$ cat src/rtl/cpu_run_ctrl.sv
// CPU run controller: per-button synchronize/debounce plus a mode FSM producing a CPU clock-enable.
// Define CPU_RUN_CTRL_TICK_COUNT_EN to build the cpu_en pulse counter on tick_count.

module cpu_run_deb #(
  parameter int DEB_CYCLES = 50000
) (
  input  logic clk,
  input  logic rst,
  input  logic i_raw,
  output logic o_level,
  output logic o_rise
);
  localparam int CW = (DEB_CYCLES > 2) ? $clog2(DEB_CYCLES) : 1;
  localparam logic [CW-1:0] LAST = CW'(DEB_CYCLES - 1);

  logic          r_s1, r_s2;
  logic [CW-1:0] r_cnt;

  always_ff @(posedge clk) begin
    if (rst) begin
      r_s1    <= 1'b0;
      r_s2    <= 1'b0;
      r_cnt   <= '0;
      o_level <= 1'b0;
      o_rise  <= 1'b0;
    end else begin
      r_s1   <= i_raw;
      r_s2   <= r_s1;
      o_rise <= 1'b0;
      if (r_s2 == o_level) begin
        r_cnt <= '0;
      end else if (r_cnt == LAST) begin
        // Input has differed for DEB_CYCLES samples: accept the new level.
        o_level <= r_s2;
        o_rise  <= r_s2;
        r_cnt   <= '0;
      end else begin
        r_cnt <= r_cnt + 1'b1;
      end
    end
  end
endmodule

module cpu_run_ctrl #(
  parameter int NBTN       = 2,
  parameter int DEB_CYCLES = 50000,
  parameter int DIV_W      = 26
) (
  input  logic             clk,
  input  logic             rst,
  input  logic [NBTN-1:0]  btn_raw,
  input  logic [1:0]       mode,
  input  logic [DIV_W-1:0] slow_div,
  output logic [NBTN-1:0]  btn_level,
  output logic [NBTN-1:0]  btn_rise,
  output logic             cpu_en,
  output logic [15:0]      tick_count
);
  typedef enum logic [1:0] {
    S_RUN  = 2'b00,
    S_SLOW = 2'b01,
    S_HALT = 2'b10,
    S_STEP = 2'b11
  } state_t;

  for (genvar g = 0; g < NBTN; g++) begin : g_deb
    cpu_run_deb #(.DEB_CYCLES(DEB_CYCLES)) u_deb (
      .clk     (clk),
      .rst     (rst),
      .i_raw   (btn_raw[g]),
      .o_level (btn_level[g]),
      .o_rise  (btn_rise[g])
    );
  end

  state_t           r_state, w_state_nxt;
  logic [DIV_W-1:0] r_div, w_div_nxt, w_div_eff;
  logic             r_cpu_en, w_en_nxt, w_term;

  assign w_div_eff = (slow_div == '0) ? DIV_W'(1) : slow_div;
  // >= rather than == so a shrinking slow_div wraps immediately.
  assign w_term    = (r_div >= (w_div_eff - DIV_W'(1)));

  always_ff @(posedge clk) begin
    if (rst) begin
      r_state  <= S_HALT;
      r_div    <= '0;
      r_cpu_en <= 1'b0;
    end else begin
      r_state  <= w_state_nxt;
      r_div    <= w_div_nxt;
      r_cpu_en <= w_en_nxt;
    end
  end

  // Enable for the next cycle depends only on the state held this cycle;
  // the divider sits at 0 outside SLOW so every entry starts a fresh period.
  always_comb begin
    w_state_nxt = state_t'(mode);
    w_en_nxt    = 1'b0;
    w_div_nxt   = '0;
    case (r_state)
      S_RUN:  w_en_nxt = 1'b1;
      S_SLOW: begin
        w_en_nxt  = w_term;
        w_div_nxt = w_term ? '0 : r_div + DIV_W'(1);
      end
      S_STEP: w_en_nxt = btn_rise[0];
      default: w_en_nxt = 1'b0;
    endcase
  end

  assign cpu_en = r_cpu_en;

`ifdef CPU_RUN_CTRL_TICK_COUNT_EN
  logic [15:0] r_tick;

  always_ff @(posedge clk) begin
    if (rst) r_tick <= 16'h0000;
    else     r_tick <= r_tick + {15'd0, r_cpu_en};
  end

  assign tick_count = r_tick;
`else
  assign tick_count = 16'h0000;
`endif
endmodule

$ cat config.mk
export PLATFORM = sky130hd
export DESIGN_NAME = cpu_run_ctrl
export DESIGN_NICKNAME = d
export VERILOG_FILES = /design/src/rtl/cpu_run_ctrl.sv
export SDC_FILE = /design/constraint.sdc
export NUM_CORES = 1
export LEC_CHECK = 0
export CAP_MARGIN = 30
export CORE_ASPECT_RATIO = 0.7
export CORE_MARGIN = 10
export CORE_UTILIZATION = 40
export CTS_CLUSTER_SIZE = 12
export DETAILED_ROUTE_END_ITERATION = 10
export MAX_ROUTING_LAYER = met4
export RECOVER_POWER = 25
export SYNTH_ARGS = -nofsm -noshare
export SYNTH_HDL_FRONTEND = slang
export SYNTH_SLANG_ARGS = --single-unit
$ cat constraint.sdc
create_clock -name clk -period 10.8 [get_ports clk]
set_input_delay 1.62 -clock clk [delete_from_list [all_inputs] [get_ports clk]]
set_output_delay 1.62 -clock clk [all_outputs]
set_load 0.02 [all_outputs]
==> reports/qor.yml <==
status: "finished, violations left"
violations: "max-capacitance violations, max-slew violations"
worst-path-buf-inv: 2
multi_input_area_sq_mm: 0.00259
clock-sinks: 69
tightest_slew_ns: 1.63
port_buffers: 36
via_per_inst: 5.19
grt_max_degree: 32
postCtsSetupBuffers: 0
critPathKind: "primary input to register"
grt_first_pass_wirelength_um: 15200
yosys_warnings: 0
synthArstFlopShare_pct: 0
cts_hold_buffers: 0
final_cells: 642
met2WireLength_um: 4090
r2r_setup_slack_ns: 8.04
finalCritPeriodShare_pct: 58.7
synth_edf_count: 0
antennaDiodeCount: 0
avgSynthCellArea_sq_um: 8.74
path_cells: "clkdlybuf4s50_1 > or4_4 > or3_4 > nor3_4 > a21oi_1 > ha_1 > and2_1 > nand2b_1 > nor4_1 > xnor2_1 > ha_1 > and3_1 > a221o_1 > a221oi_2 > nor3_1 > a31o_1 > buf_8 > nor4_1"
cp.required_ns: 11.02
wl_um: 8980
drv_cap: 1
synth_area_leaders: "dfxtp_1, ha_1, xnor2_1"
cts-resized-gates: 0
nets: 571
drv_slew: 32
stdcell_area_sq_mm: 0.00484
worst_setup_path_start_kind: "primary input"
power_leakage_nw: 1.70
top_layer_used: "met4"
insertion_delay_ns: 0.33
placed_cells: 626
antenna_found_initial: 0
timing.final.ws_setup_ns: 4.46
initial_core_util_pct: 41.8
rows: 30
synthesis.area_sq_mm: 0.00414
layout-drive-gt1-share_pct: 7.78
dp_hpwl_um: 6910
root_buffer: "clkbuf_16"
power_density_mw_per_mm2: 121
finalSetupTns_ns: 0
grt-ovfl-total: 0
slowest_delay_ns: 0.58
met3WireLength_um: 239
syn_inst: 474
path_clk_slew_ns: 0.05
synth_common_cells: "dfxtp_1, nor2_1, nand2_1"
synth.most_common_cell: "dfxtp_1"
drc: 0
period_needed_ns: 6.34
grtUsageTotal_pct: 12.6
synth.ff_latch_count: 69
die_y_um: 105
critPathTopFamily: "simple AND/OR/NAND/NOR gates"
ys_types: 50
die_area_sq_mm: 0.0149
wire_per_inst_um: 14.0
critPathMaxFanout: 14
yosysSeqAreaShare_pct: 33.4
route.vias.total: 3332
die_w_um: 142
grt_pass1_vias: 3157
dp_slack_ns: 4.17
synth_top_area_share_pct: 33.4
synth_top_flop_cell: "dfxtp_1"
ir_worst_vdd_v: 0.0000831
finalSetupViolCount: 0
rsz0062_at_grt: "no"
slowest_stage: "or4_4"
wl_met1_um: 4560
globalplace.congestion: 0.832
drt_iter0_drc: 164
cts_htree_levels: 3
fin_skew_ns: 0.00589
io_pins: 53
core_sq_mm: 0.00991
first_pass_iters: 4
max_slew_margin_pct: -8.66
worst_ep_arrival_time_ns: 6.56
max_freq_mhz: 158
finalHoldViolations: 0
syn2layout_area_growth_pct: 16.9
fillers: 944
cts_buffers: 9
end_kind: "register"
antenna_left: 0
seq_area_sq_mm: 0.00138
synth_largest_area_cell: "dfxtp_1"
cts_tree: "done"
place_area_sq_mm: 0.00455
max-clock-path-buffers: 2
hold_class: "register to register"
fin_util_pct: 48.9
## worst register-to-register path: cells and delay by family, from the launching register on
family                     cells  cell delay [ns]
and+or+nand+nor                4             0.94
DFF                            1             0.47
AOI/OAI and AO/OA              2             0.62
buffers and inverters          2             0.34
adders and majority gates      1             0.28
## cell type report
cell class | count | area share, %
repair buffers | 39 | 7.99
well taps | 128 | 3.31
inverters | 8 | 0.620
clock buffers | 12 | 5.09
flip-flops and latches | 69 | 28.5
multi-input cells | 382 | 53.5
clock inverters | 4 | 0.982
## per-stage QoR
| stage | power, mW | hold slack [ns] |
|---|---|---|
| 3_5_place_dp | 0.304 | 0.433 |
| 4_1_cts | 0.595 | 0.443 |
| 5_1_grt | 0.611 | 0.469 |
| 2_1_floorplan | 0.289 | 0.414 |
| 6_report | 0.587 | 0.445 |
| 3_3_place_gp | 0.303 | 0.422 |
## layout by cell type (no fill, tap or decap), types with 9 or more instances in the layout
master,instances
a21oi_1,10
and3_1,13
nor2_1,59
xor2_1,36
nand4_1,21
dfxtp_1,69
xnor2_1,38
clkdlybuf4s50_1,33
clkbuf_16,9
nor3_1,29
nand3_1,16
ha_1,30
conb_1,16
nand2_1,39
nor4_1,16
nor4_2,9
## state kept, by name, indices dropped and copies added (netlist names)
register             cells
g_deb.u_deb.o_level      2
r_div                   26
g_deb.u_deb.r_s1         2
g_deb.u_deb.r_cnt       32
cpu_en                   1
g_deb.u_deb.o_rise       2
r_state                  2
g_deb.u_deb.r_s2         2
## kinds of logic after synthesis
| kind of cell | count (synthesis) | synth area share, % |
|---|---|---|
| AND/OR/NAND/NOR | 236 | 31.7 |
| XOR/XNOR | 74 | 15.6 |
| flip-flops | 69 | 33.4 |
| buffers and inverters | 38 | 5.50 |
| adder cells (fa/ha/maj) | 30 | 9.06 |
| AO/OA/AOI/OAI | 24 | 4.14 |
| multiplexers | 2 | 0.483 |
| other | 1 | 0.0905 |
## power by group
| group | leakage [nW] | internal [mW] | switching (mW) |
|---|---|---|---|
| Sequential | 0.557 | 0.256 | 0.000930 |
| Clock | 0.143 | 0.184 | 0.105 |
| Combinational | 0.999 | 0.0188 | 0.0223 |
| Total | 1.70 | 0.459 | 0.128 |
## final timing paths
| path | from | to | depth (start not counted) |
|---|---|---|---|
| max | slow_div[9] | r_div[7]$_SDFF_PP0_ | 18 |
| min | g_deb[1].u_deb.r_s1$_SDFF_PP0_ | g_deb[1].u_deb.r_s2$_SDFF_PP0_ | 1 |
| min reg2reg | g_deb[1].u_deb.r_s1$_SDFF_PP0_ | g_deb[1].u_deb.r_s2$_SDFF_PP0_ | 1 |
| max reg2reg | r_div[0]$_SDFF_PP0_ | r_div[7]$_SDFF_PP0_ | 9 |
## per-layer routing
| metal | up-vias | track usage (%) |
|---|---|---|
| li1 | 1712 | - |
| met3 | 7 | 3.39 |
| met4 | 0 | 4.80 |
| met1 | 1580 | 16.3 |
| met5 | - | - |
| met2 | 33 | 18.3 |
Note: power is estimated with default switching activity, not from simulation.
